--- config.mk ---
export PLATFORM = sky130hd
export DESIGN_NAME = apb_master_sched
export DESIGN_NICKNAME = d
export VERILOG_FILES = /design/src/rtl/axi2apb_pkg.sv /design/src/rtl/apb_master_sched_rr_arb2.sv /design/src/rtl/apb_master_sched.sv
export SDC_FILE = /design/constraint.sdc
export NUM_CORES = 1
export LEC_CHECK = 0
export ABC_AREA = 1
export BUFFER_PORTS_ARGS = -buffer_cell sky130_fd_sc_hd__buf_2
export CAP_MARGIN = 20
export CORE_MARGIN = 2
export CORE_UTILIZATION = 50
export DETAILED_ROUTE_END_ITERATION = 8
export MAX_ROUTING_LAYER = met4
export PLACE_DENSITY = 0.92
export SLEW_MARGIN = 25
export SYNTH_ARGS = -nofsm -noshare
export SYNTH_HDL_FRONTEND = slang
export SYNTH_SLANG_ARGS = --single-unit
--- constraint.sdc ---
create_clock -name PCLK_i -period 8.2 [get_ports PCLK_i]
set_input_delay 0.82 -clock PCLK_i [delete_from_list [all_inputs] [get_ports PCLK_i]]
set_output_delay 0.82 -clock PCLK_i [all_outputs]
set_load 0.05 [all_outputs]
--- src/rtl/axi2apb_pkg.sv ---
// Shared types and payload layout helpers for the axi2apb bridge's PCLK-side logic.
package axi2apb_pkg;

  typedef enum logic [1:0] {
    ST_IDLE   = 2'd0,
    ST_SETUP  = 2'd1,
    ST_ACCESS = 2'd2,
    ST_RESP   = 2'd3
  } apb_state_e;

  localparam logic DIR_WR = 1'b1;
  localparam logic DIR_RD = 1'b0;

  // Request payloads are packed {id, addr[, wdata]} with the id in the MSBs.
  localparam int WREQ_DATA_LSB = 0;
  localparam int RREQ_ADDR_LSB = 0;

  function automatic int wreq_addr_lsb(input int data_w);
    return data_w;
  endfunction

  function automatic int wreq_id_lsb(input int addr_w, input int data_w);
    return addr_w + data_w;
  endfunction

  function automatic int rreq_id_lsb(input int addr_w);
    return addr_w;
  endfunction

endpackage

--- src/rtl/apb_master_sched_rr_arb2.sv ---
// Two-requester round-robin arbiter: on a tie the requester not granted last wins.
module rr_arb2 (
  input  logic clk_i,
  input  logic rst_i,
  input  logic req_wr_i,
  input  logic req_rd_i,
  input  logic upd_i,
  output logic gnt_wr_o,
  output logic gnt_rd_o
);

  // Resets to "read went last" so the write stream wins the first tie.
  logic last_rd_q, last_rd_d;

  assign gnt_wr_o = req_wr_i & (~req_rd_i | last_rd_q);
  assign gnt_rd_o = req_rd_i & (~req_wr_i | ~last_rd_q);

  always_comb begin
    last_rd_d = last_rd_q;
    if (upd_i) last_rd_d = gnt_rd_o;
  end

  always_ff @(posedge clk_i or posedge rst_i) begin
    if (rst_i) last_rd_q <= 1'b1;
    else       last_rd_q <= last_rd_d;
  end

endmodule

--- src/rtl/apb_master_sched.sv ---
// APB-side scheduler: arbitrates write/read commands and runs one APB transfer at a time,
// returning an ID-tagged response for each completed or timed-out transfer.
module apb_master_sched
  import axi2apb_pkg::*;
#(
  parameter int ID_NUM   = 4,
  parameter int ADDR_W   = 12,
  parameter int DATA_W   = 32,
  parameter int WAIT_MAX = 16
) (
  input  logic                           PCLK_i,
  input  logic                           PRESET_i,
  input  logic                           wreq_vld_i,
  output logic                           wreq_rdy_o,
  input  logic [ID_NUM+ADDR_W+DATA_W-1:0] wreq_payload_i,
  input  logic                           rreq_vld_i,
  output logic                           rreq_rdy_o,
  input  logic [ID_NUM+ADDR_W-1:0]        rreq_payload_i,
  output logic                           wrsp_vld_o,
  input  logic                           wrsp_rdy_i,
  output logic [ID_NUM:0]                 wrsp_payload_o,
  output logic                           rrsp_vld_o,
  input  logic                           rrsp_rdy_i,
  output logic [ID_NUM+DATA_W:0]          rrsp_payload_o,
  output logic                           PSEL_o,
  output logic                           PENABLE_o,
  output logic                           PWRITE_o,
  output logic [ADDR_W-1:0]               PADDR_o,
  output logic [DATA_W-1:0]               PWDATA_o,
  input  logic [DATA_W-1:0]               PRDATA_i,
  input  logic                           PREADY_i,
  input  logic                           PSLVERR_i,
  output logic                           timeout_o
);

  localparam int W_ADDR_LSB = wreq_addr_lsb(DATA_W);
  localparam int W_ID_LSB   = wreq_id_lsb(ADDR_W, DATA_W);
  localparam int R_ID_LSB   = rreq_id_lsb(ADDR_W);
  localparam int WAIT_W     = $clog2(WAIT_MAX);
  localparam logic [WAIT_W-1:0] WAIT_LAST = WAIT_W'(WAIT_MAX - 1);

  apb_state_e          state_q, state_d;
  logic [WAIT_W-1:0]   wait_cnt_q, wait_cnt_d;
  logic [ID_NUM-1:0]   id_q, id_d;
  logic [ADDR_W-1:0]   addr_q, addr_d;
  logic [DATA_W-1:0]   wdata_q, wdata_d;
  logic [DATA_W-1:0]   rdata_q, rdata_d;
  logic                dir_q, dir_d;
  logic                err_q, err_d;
  logic                psel_q, psel_d;
  logic                penable_q, penable_d;
  logic                timeout_q, timeout_d;
  logic                gnt_wr, gnt_rd, wr_hs, rd_hs, rsp_hs;

  // Valid/ready: a transfer happens on a rising PCLK edge where vld and rdy are both high;
  // a source keeps vld and payload stable until then, and rdy never waits on anything but vld.
  rr_arb2 u_arb (
    .clk_i    (PCLK_i),
    .rst_i    (PRESET_i),
    .req_wr_i (wreq_vld_i),
    .req_rd_i (rreq_vld_i),
    .upd_i    (wr_hs | rd_hs),
    .gnt_wr_o (gnt_wr),
    .gnt_rd_o (gnt_rd)
  );

  assign wreq_rdy_o = (state_q == ST_IDLE) & gnt_wr;
  assign rreq_rdy_o = (state_q == ST_IDLE) & gnt_rd;
  assign wr_hs      = wreq_vld_i & wreq_rdy_o;
  assign rd_hs      = rreq_vld_i & rreq_rdy_o;
  assign rsp_hs     = (dir_q == DIR_WR) ? wrsp_rdy_i : rrsp_rdy_i;

  always_comb begin
    state_d    = state_q;
    wait_cnt_d = wait_cnt_q;
    id_d       = id_q;
    addr_d     = addr_q;
    wdata_d    = wdata_q;
    rdata_d    = rdata_q;
    dir_d      = dir_q;
    err_d      = err_q;
    timeout_d  = 1'b0;
    case (state_q)
      ST_IDLE: begin
        if (wr_hs) begin
          id_d       = wreq_payload_i[W_ID_LSB +: ID_NUM];
          addr_d     = wreq_payload_i[W_ADDR_LSB +: ADDR_W];
          wdata_d    = wreq_payload_i[WREQ_DATA_LSB +: DATA_W];
          dir_d      = DIR_WR;
          rdata_d    = '0;
          err_d      = 1'b0;
          wait_cnt_d = '0;
          state_d    = ST_SETUP;
        end else if (rd_hs) begin
          id_d       = rreq_payload_i[R_ID_LSB +: ID_NUM];
          addr_d     = rreq_payload_i[RREQ_ADDR_LSB +: ADDR_W];
          wdata_d    = '0;
          dir_d      = DIR_RD;
          rdata_d    = '0;
          err_d      = 1'b0;
          wait_cnt_d = '0;
          state_d    = ST_SETUP;
        end
      end
      ST_SETUP: state_d = ST_ACCESS;
      ST_ACCESS: begin
        if (PREADY_i) begin
          err_d   = PSLVERR_i;
          if (dir_q == DIR_RD) rdata_d = PRDATA_i;
          state_d = ST_RESP;
        end else if (wait_cnt_q == WAIT_LAST) begin
          // Slave stalled for WAIT_MAX cycles: complete with an error instead of hanging the bus.
          err_d     = 1'b1;
          rdata_d   = '0;
          timeout_d = 1'b1;
          state_d   = ST_RESP;
        end else begin
          wait_cnt_d = wait_cnt_q + WAIT_W'(1);
        end
      end
      ST_RESP: if (rsp_hs) state_d = ST_IDLE;
      default: state_d = ST_IDLE;
    endcase
    psel_d    = (state_d == ST_SETUP) || (state_d == ST_ACCESS);
    penable_d = (state_d == ST_ACCESS);
  end

  always_ff @(posedge PCLK_i or posedge PRESET_i) begin
    if (PRESET_i) begin
      state_q    <= ST_IDLE;
      wait_cnt_q <= '0;
      id_q       <= '0;
      addr_q     <= '0;
      wdata_q    <= '0;
      rdata_q    <= '0;
      dir_q      <= DIR_RD;
      err_q      <= 1'b0;
      psel_q     <= 1'b0;
      penable_q  <= 1'b0;
      timeout_q  <= 1'b0;
    end else begin
      state_q    <= state_d;
      wait_cnt_q <= wait_cnt_d;
      id_q       <= id_d;
      addr_q     <= addr_d;
      wdata_q    <= wdata_d;
      rdata_q    <= rdata_d;
      dir_q      <= dir_d;
      err_q      <= err_d;
      psel_q     <= psel_d;
      penable_q  <= penable_d;
      timeout_q  <= timeout_d;
    end
  end

  assign PSEL_o         = psel_q;
  assign PENABLE_o      = penable_q;
  assign PWRITE_o       = dir_q;
  assign PADDR_o        = addr_q;
  assign PWDATA_o       = wdata_q;
  assign timeout_o      = timeout_q;
  assign wrsp_vld_o     = (state_q == ST_RESP) && (dir_q == DIR_WR);
  assign rrsp_vld_o     = (state_q == ST_RESP) && (dir_q == DIR_RD);
  assign wrsp_payload_o = {id_q, err_q};
  assign rrsp_payload_o = {id_q, rdata_q, err_q};

endmodule
==> results.md, run 1 <==
Setup path:
- STA classifies the critical path endpoint as a primary output.
- The critical path is of the reg2out type.
- In this run the critical register-to-register path is launched from state_q[0].
- The startpoint class of the critical path is a flop.
- The number of cells on the worst reg-to-reg path is 6.
- The data arrival time at the worst-slack endpoint is about 2600 ps.
- The worst register-to-register path has a setup slack of 5740 ps.
- In this run the critical register-to-register path is captured at rdata_q[15].
- The endpoint required time on the critical path is 7380 ps.
- Along the worst path, the maximum fanout reaches 33.

Power and ir drop:
- Combinational cells account for a little under three fifths of the total power.
- Cell internal power was estimated by the tool at about 1.1 mW.
- The worst-case IR drop observed on VDD is between 0.0002 and 0.00025 V.
- In this run the power spent charging and discharging nets is 1.38 mW.
- The relative contribution of sequential cells to total power is 31.3%.
- The leakage power is ~3.4 nW.
- In this run the power density over the cells is 445 nW/um^2.
- The proportion of total power due to net switching is 56.8%.
- Of the total power, the clock network draws 11.2%.

STA:
- Static timing analysis puts the maximum clock frequency at between 200 and 300 MHz.
- Of the available clock period, the critical path in the final layout requires 41.3%.
- Final hold analysis gives a worst-case slack of 459 ps.
- The worst path needs 3390 ps of the cycle, external delays included.
- The max-slew violation total from the final report came to 0.
- The clock tree skew after final layout is 7.41 ps.
- The total negative setup slack is 0 ps.
- For the pin with the worst max-slew slack, the measured transition is 874 ps.
- The remaining max-slew budget at the tightest pin is between 40% and 50%.
- The final hold violation count came to 0.
- In the post-route analysis, the smallest setup slack over all paths is 4810 ps.
- The final setup violation count is 0.
- Setup repair after global routing left no endpoint under its margin.

Routing:
- The total iterations of the first detailed-routing run is 4.
- In the routed design, unresolved DRC markers number 0.
- The number of vias per cell after detailed routing is 4.90.
- Once detail routing completed, the nets flagged for antenna violations numbered 0.
- For this block, the routed nets add up to 10.5 mm of wire.
- After detailed routing, the average wire length per cell comes to 12.4 um.
- After the first detailed-routing iteration, the DRC count stood at 174.
- Summing over every cut layer, the via total after detailed routing is 4157.

CTS:
- The TritonCTS clock tree is done.
- The buffer count from post-CTS setup fixing is 0.
- The tree is rooted in a sky130_fd_sc_hd__clkbuf_8.
- The number of clock buffers added by TritonCTS is 9.
- The source-to-sink clock delay at the later pin of the worst-skew pair is approximately 340 ps.
- The clock drives 92 sinks.
- No sink is reached through more buffers than the 2 on the longest clock path.
- The number of levels in the clock H-tree is 3.
- Post-CTS repair changed the size of 0 cells.
- After clock tree synthesis, the clock-pin slew on the worst setup and hold paths is 90 ps.
- The total of hold buffers inserted after clock tree synthesis is 0.

Logic synthesis:
- For this run, the number of Yosys warnings is 0.
- The synthesized area divided by synthesized cell count is 7.78 um^2.
- The post-synthesis net count is 670.
- The cell count after synthesis is 564.
- The proportion of synthesized chip area in sequential cells is 52.5%.
- The number of different library cells used by synthesis comes to 25.
- The cell area that synthesis handed to floorplanning was 4390 um^2.
- The synthesized design contains 92 register bits.

Layout:
- The number of standard cells in the layout, taps in and fillers out is 849.
- The ratio of cells with drive above 1 in the final layout is a little under a third.
- After filler insertion, the fill cell instance count of the layout stands at 766.
- The repair_antennas step left the layout with diodes totalling 0.
- The final core utilization is 63.6%.
- The final layout contains about 840 nets.
- The area taken by flip-flops and latches is 2300 um^2.
- The post-synthesis to final-layout area growth is 24.6%.
- The combined area of the multi-input logic cells is 1670 um^2.

Floorplan:
- The placeable core region is 8590 um^2.
- From left edge to right edge, the die measures roughly 98 um.
- The floorplan step set the die height to between 90 and 100 um.
- The number of rows created at floorplan is 34.
- The floorplan step defined a die boundary enclosing 9540 um^2.
- The initial standard-cell utilization of the core is 51.0%.
- 198 I/O pins were placed.

Run:
- The number of violations of the max-capacitance limit is 0.

GRT:
- The initial antenna violation count is 0.
- The total overflow reported by the global router is 0.
- The aggregate global-route resource usage is 23.0%.
- The number of global-route vias before repair is roughly 3800.
- The wire length of the first global-routing pass is roughly 18 mm.
- Entering global routing, the biggest net connects 62 pins.

Place:
- Prior to clock tree synthesis, the placed netlist has a worst setup slack of 4980 ps.
- The number of cells in the design after placement is 833.
- The number of I/O port buffers is approximately 200.
- The final weighted congestion in routability-driven placement is 0.892.
- Summed over all nets, the half-perimeter wirelength after detailed placement is 7.42 mm.

Status:
- The flow ran to the end, and the final reports show no timing, DRC or antenna violations.

Min path:
- The class of the worst hold path is in2async.
==> worst max path at each step <==
stage	start	end	slack, ps
after floorplan	PRESET_i	PADDR_o[0]	4990
final	state_q[0]	wreq_rdy_o	4810
after detailed placement	rreq_vld_i	wreq_rdy_o	4980
after global routing	state_q[0]	wreq_rdy_o	4580
after global placement	rreq_vld_i	wreq_rdy_o	5010
after CTS	state_q[0]	wreq_rdy_o	4820
==> state kept, by name, summed over array words and instances (netlist names), 2 cells and up <==
signal,count
PADDR_o,12
PWDATA_o,32
id_q,4
rdata_q,32
state_q,2
wait_cnt_q,4
==> cells by family after synthesis <==
group	share of synthesized area, %
AND/OR/NAND/NOR	36.3
flip-flops	52.5
buffers and inverters	9.53
AO/OA/AOI/OAI	0.884
XOR/XNOR	0.200
adder cells (fa/ha/maj)	0.570
==> critical path, cell delays in order, from the launching register on <==
cell and delay (ps):
sky130_fd_sc_hd__dfrtp_1 460, sky130_fd_sc_hd__nor2_2 690, sky130_fd_sc_hd__nand3_4 350, sky130_fd_sc_hd__inv_4 360, sky130_fd_sc_hd__buf_2 330
==> power by group through the flow <==
| stage | clock network [mW] | logic, mW | registers (mW) |
|---|---|---|---|
| final | 0.273 | 1.40 | 0.761 |
| after global placement | 0 | 1.38 | 0.766 |
| after floorplan | 0 | 0.497 | 1.39 |
| after global routing | 0.303 | 1.50 | 0.788 |
| after detailed placement | 0 | 1.41 | 0.765 |
| after CTS | 0.283 | 1.41 | 0.761 |
==> cells in the final DEF, fill, tap and decap left out, drive strengths merged <==
cell	instances
nor2	39
inv	46
ha	2
nand3	60
clkinv	1
o21ai	6
dfstp	1
clkbuf	11
nand4	17
buf	199
nor3	1
nand2	262
clkinvlp	3
a21oi	1
xnor2	1
dfrtp	91
==> final cells by class <==
cell class,count,share of cell area (%)
flip-flops and latches,92,42.2
clock inverters,5,0.664
well taps,108,2.47
clock buffers,11,2.59
multi-input cells,389,30.6
inverters,45,3.18
repair buffers,199,18.3
==> layer usage <==
metal / wire length (um) / vias up / part of all wire (%) / global-route usage [%]
met2: 4960 / 190 / 47 / 36.3
li1: - / 2069 / - / -
met5: 0 / - / 0 / -
met3: 869 / 11 / 8.3 / 5.76
met4: 109 / 0 / 1.0 / 4.06
met1: 4550 / 1887 / 43 / 31.0
==> synthesized netlist by cell type <==
cell type / instances / area share (%)
sky130_fd_sc_hd__nand2_1: 260 / 22
sky130_fd_sc_hd__dfrtp_1: 91 / 52
sky130_fd_sc_hd__nand3_1: 56 / 6.4
sky130_fd_sc_hd__inv_1: 41 / 3.5
sky130_fd_sc_hd__nor2_1: 37 / 3.2
sky130_fd_sc_hd__nand4_1: 17 / 2.4
sky130_fd_sc_hd__buf_2: 14 / 1.6
sky130_fd_sc_hd__buf_4: 9 / 1.5
sky130_fd_sc_hd__buf_6: 7 / 1.8
sky130_fd_sc_hd__clkbuf_1: 5 / 0.43
sky130_fd_sc_hd__o21ai_0: 5 / 0.57
sky130_fd_sc_hd__buf_1: 3 / 0.26
sky130_fd_sc_hd__inv_2: 3 / 0.26
sky130_fd_sc_hd__nand3_2: 3 / 0.68
sky130_fd_sc_hd__ha_1: 2 / 0.57
sky130_fd_sc_hd__nand2_2: 2 / 0.29
sky130_fd_sc_hd__a21oi_1: 1 / 0.11
sky130_fd_sc_hd__dfstp_2: 1 / 0.60
sky130_fd_sc_hd__inv_4: 1 / 0.14
sky130_fd_sc_hd__nand3_4: 1 / 0.40
sky130_fd_sc_hd__nor2_2: 1 / 0.14
sky130_fd_sc_hd__nor2_8: 1 / 0.46
sky130_fd_sc_hd__nor3_1: 1 / 0.11
sky130_fd_sc_hd__o21ai_2: 1 / 0.20
sky130_fd_sc_hd__xnor2_1: 1 / 0.20
==> per-stage QoR <==
step	area (um^2)	power [mW]
detailed placement	5290	2.17
floorplan	4390	1.88
global route	5460	2.59
finish	5460	2.43
global placement	5290	2.15
CTS	5460	2.45
No activity file was read; power rests on OpenSTA's default activity.
==> inputs of run 2 (changes only) <==
--- a/config.mk
+++ b/config.mk
@@ -9,10 +9,10 @@
 export BUFFER_PORTS_ARGS = -buffer_cell sky130_fd_sc_hd__buf_2
 export CAP_MARGIN = 20
 export CORE_MARGIN = 2
-export CORE_UTILIZATION = 50
+export CORE_UTILIZATION = 43
 export DETAILED_ROUTE_END_ITERATION = 8
 export MAX_ROUTING_LAYER = met4
-export PLACE_DENSITY = 0.92
+export PLACE_DENSITY = 0.85
 export SLEW_MARGIN = 25
 export SYNTH_ARGS = -nofsm -noshare
 export SYNTH_HDL_FRONTEND = slang
==> constraint.sdc (replaced) <==
create_clock -name PCLK_i -period 3.1 [get_ports PCLK_i]
set_input_delay 0.31 -clock PCLK_i [delete_from_list [all_inputs] [get_ports PCLK_i]]
set_output_delay 0.31 -clock PCLK_i [all_outputs]
set_load 0.05 [all_outputs]
==> run 2 against run 1 <==
  * Sequential share of layout area down 0.77 points
  * Largest power group unchanged
  * Via count up 0.67%
  * Flip-flop and latch count unchanged
  * Clock skew grew 5.9 ps
  * Clock power rose to 3.3 times the previous value
  * Sequential power rose to 2.7 times the previous value
==> results.md, run 2 (same netlist as run 1, synthesis figures left out) <==
GRT:
- For this run the aggregate overflow at the end of global routing stands at 0.
- The wire length of the first global-routing pass is 18.4 mm.
- Global routing used 20.7% of the available tracks.
- The initial antenna violation count is 0.
- Entering global routing, the biggest net connects 93 pins.
- The number of global-route vias before repair is 3938.

CTS:
- The source-to-sink clock delay at the later pin of the worst-skew pair is about 350 ps.
- The clock root buffer is sky130_fd_sc_hd__clkbuf_8.
- The number of levels in the clock H-tree is 3.
- The tree built by TritonCTS fans out to 92 sinks.
- The buffer count from post-CTS setup fixing is 0.
- The number of cells upsized or downsized after cts is 0.
- TritonCTS built the clock tree.
- Buffers inserted to repair hold after CTS numbered 0.
- After clock tree synthesis, the clock-pin slew on the worst setup and hold paths is 90 ps.
- The buffer depth of the longest clock path is 2.
- The number of clock buffers inserted by TritonCTS is 9.

Floorplan:
- Measured along the y axis, the die boundary spans between 100 and 150 um.
- The number of rows created at floorplan is 36.
- 198 I/O pins were placed.
- The placeable core region is 9820 um^2.
- The area of the die is 11000 um^2.
- The die span in x is 105 um.
- The initial standard-cell utilization of the core is 44.7%.

Routing:
- The first routing iteration left 213 violations.
- The total iterations of the first detailed-routing run is 7.
- The number of vias per cell after detailed routing is 4.78.
- The antenna violation net count after detailed routing is 0.
- Detailed routing inserted a total of 4185 vias.
- The number of remaining DRC errors is 0.
- After detailed routing, the total wire length is 10.9 mm.
- In the final routed layout, each cell accounts on average for 12.4 um.

Setup path:
- The setup path with the least slack is of type reg2out.
- The kind of cell with the highest combined delay along the critical path is simple AND/OR/NAND/NOR gates.
- The setup check on the worst reg-to-reg path leaves a slack of 1070 ps.
- Data on the critical path arrives at its endpoint at 2380 ps.
- STA puts the critical path data required time at 2790 ps.
- The startpoint class of the critical path is a flop.
- The delay of the slowest critical-path stage is 540 ps.
- The critical path goes through inv_1 > nand2_1 > nand3_4 > inv_4 > buf_2.
- The number of gates on the worst path with buffers counted is 5.
- Of all nets on the critical path, the largest fanout is 33.
- For the worst flop-to-flop path, the logic depth is 6.
- The worst setup path is captured at a primary output.
- The slowest stage of the critical path is the sky130_fd_sc_hd__dfstp_2 cell.
- The critical path buffer and inverter count is 3.

STA:
- The max-slew violation total from the final report is 0.
- The final setup violation count is 0.
- The share of the cycle needed by the critical path after routing is 86.8%.
- The time the final worst path needs with I/O delays and setup is 2690 ps.
- On the final layout, the worst hold slack is around 24 ps.
- The final hold violation count came to 0.
- Measured against its own limit, the worst slew margin works out to between 50% and 60%.
- The slew at the pin closest to its max-slew limit is 652 ps.
- Setup repair after global routing left no endpoint under its margin.
- Static timing analysis puts the maximum clock frequency at ~370 MHz.
- The clock arrives with 13.3 ps of skew.
- The total negative setup slack is 0 ps.

Layout:
- Registers take 2300 um^2.
- The number of filler cells placed in the layout is 942.
- The number of diodes added for antenna fixing is 0.
- The multi-input combinational cells in the finished layout cover a total of between 1500 and 2000 um^2.
- Leaving out fill and tap cells, the most frequent cells in the layout are sky130_fd_sc_hd__nand2_1, sky130_fd_sc_hd__buf_2, sky130_fd_sc_hd__dfrtp_1.
- The final layout contains 844 nets.
- The post-synthesis to final-layout area growth is 26.9%.
- The most common cell after layout, fill and taps aside is sky130_fd_sc_hd__nand2_1.
- Of the cells placed in the final design, the portion with a size suffix greater than 1 is a little under a third.

Power and ir drop:
- Dividing total power by cell area gives a power density of 1190 nW/um^2.
- The peak ir drop on the vdd network is ~0.0007 V.
- Summed over all cells, the static leakage comes to roughly 3.4 nW.

Place:
- The final HPWL from detailed placement is around 7.6 mm.
- Routability-driven placement finished with a final weighted congestion of 0.780.
- Port buffering added 197 buffers.

Run:
- Max-cap violations in this run came to 0.

Status:
- The run finished with clean final reports.

Min path:
- The class of the worst hold path is in2async.
==> run 2: cell count changes in the layout (fill, tap and decap cells not counted) <==
cell	previous run	this run
sky130_fd_sc_hd__bufinv_16	0	2
sky130_fd_sc_hd__clkinvlp_4	3	1
sky130_fd_sc_hd__inv_6	1	3
sky130_fd_sc_hd__buf_12	0	1
sky130_fd_sc_hd__buf_4	2	3
sky130_fd_sc_hd__clkbuf_8	10	9
sky130_fd_sc_hd__inv_4	2	1
==> run 2: area by class of cell <==
cell class | instances | area share [%]
well taps | 133 | 2.99
clock buffers | 10 | 2.29
flip-flops and latches | 92 | 41.4
clock inverters | 6 | 1.69
inverters | 45 | 3.10
multi-input cells | 389 | 30.1
repair buffers | 201 | 18.5
==> run 2: routing by layer <==
metal	vias up	GRT usage, %	part of all wire, %
li1	2083	-	-
met1	1920	26.5	43
met2	168	33.6	48
met3	14	3.99	7.2
met4	0	6.19	1.2
met5	-	-	0
==> run 2: power breakdown <==
| group | leakage [nW] | switching, mW | internal [mW] | total [mW] |
|---|---|---|---|---|
| combinational | 2.13 | 2.95 | 0.763 | 3.71 |
| clock | 0.108 | 0.431 | 0.464 | 0.894 |
| sequential | 1.21 | 0.309 | 1.71 | 2.02 |
| total | 3.45 | 3.69 | 2.94 | 6.63 |
==> run 2: tightest hold or removal path, cell delays in order <==
cell and delay (ps):
sky130_fd_sc_hd__buf_2 100, sky130_fd_sc_hd__clkinv_2 50, sky130_fd_sc_hd__buf_12 340
==> run 2: stage by stage <==
stage	setup WS, ps	cells	cell area, um^2	power [mW]	utilization, %
5_1_grt	222	876	5570	7.02	56.7
4_1_cts	390	876	5570	6.68	56.7
3_3_place_gp	820	860	5340	5.71	54.4
2_1_floorplan	400	564	4390	4.99	-
3_5_place_dp	793	860	5340	5.77	54.4
6_report	408	876	5570	6.63	56.7
==> run 2: final timing paths <==
check                             startpoint           to
min reg2reg                      rdata_q[21]  rdata_q[21]
max reg2reg                       state_q[0]  rdata_q[23]
max in group asynchronous           PRESET_i  rdata_q[22]
min in group PCLK_i        wreq_payload_i[0]  PWDATA_o[0]
max                          u_arb.last_rd_q   wreq_rdy_o
min                                 PRESET_i  rdata_q[25]
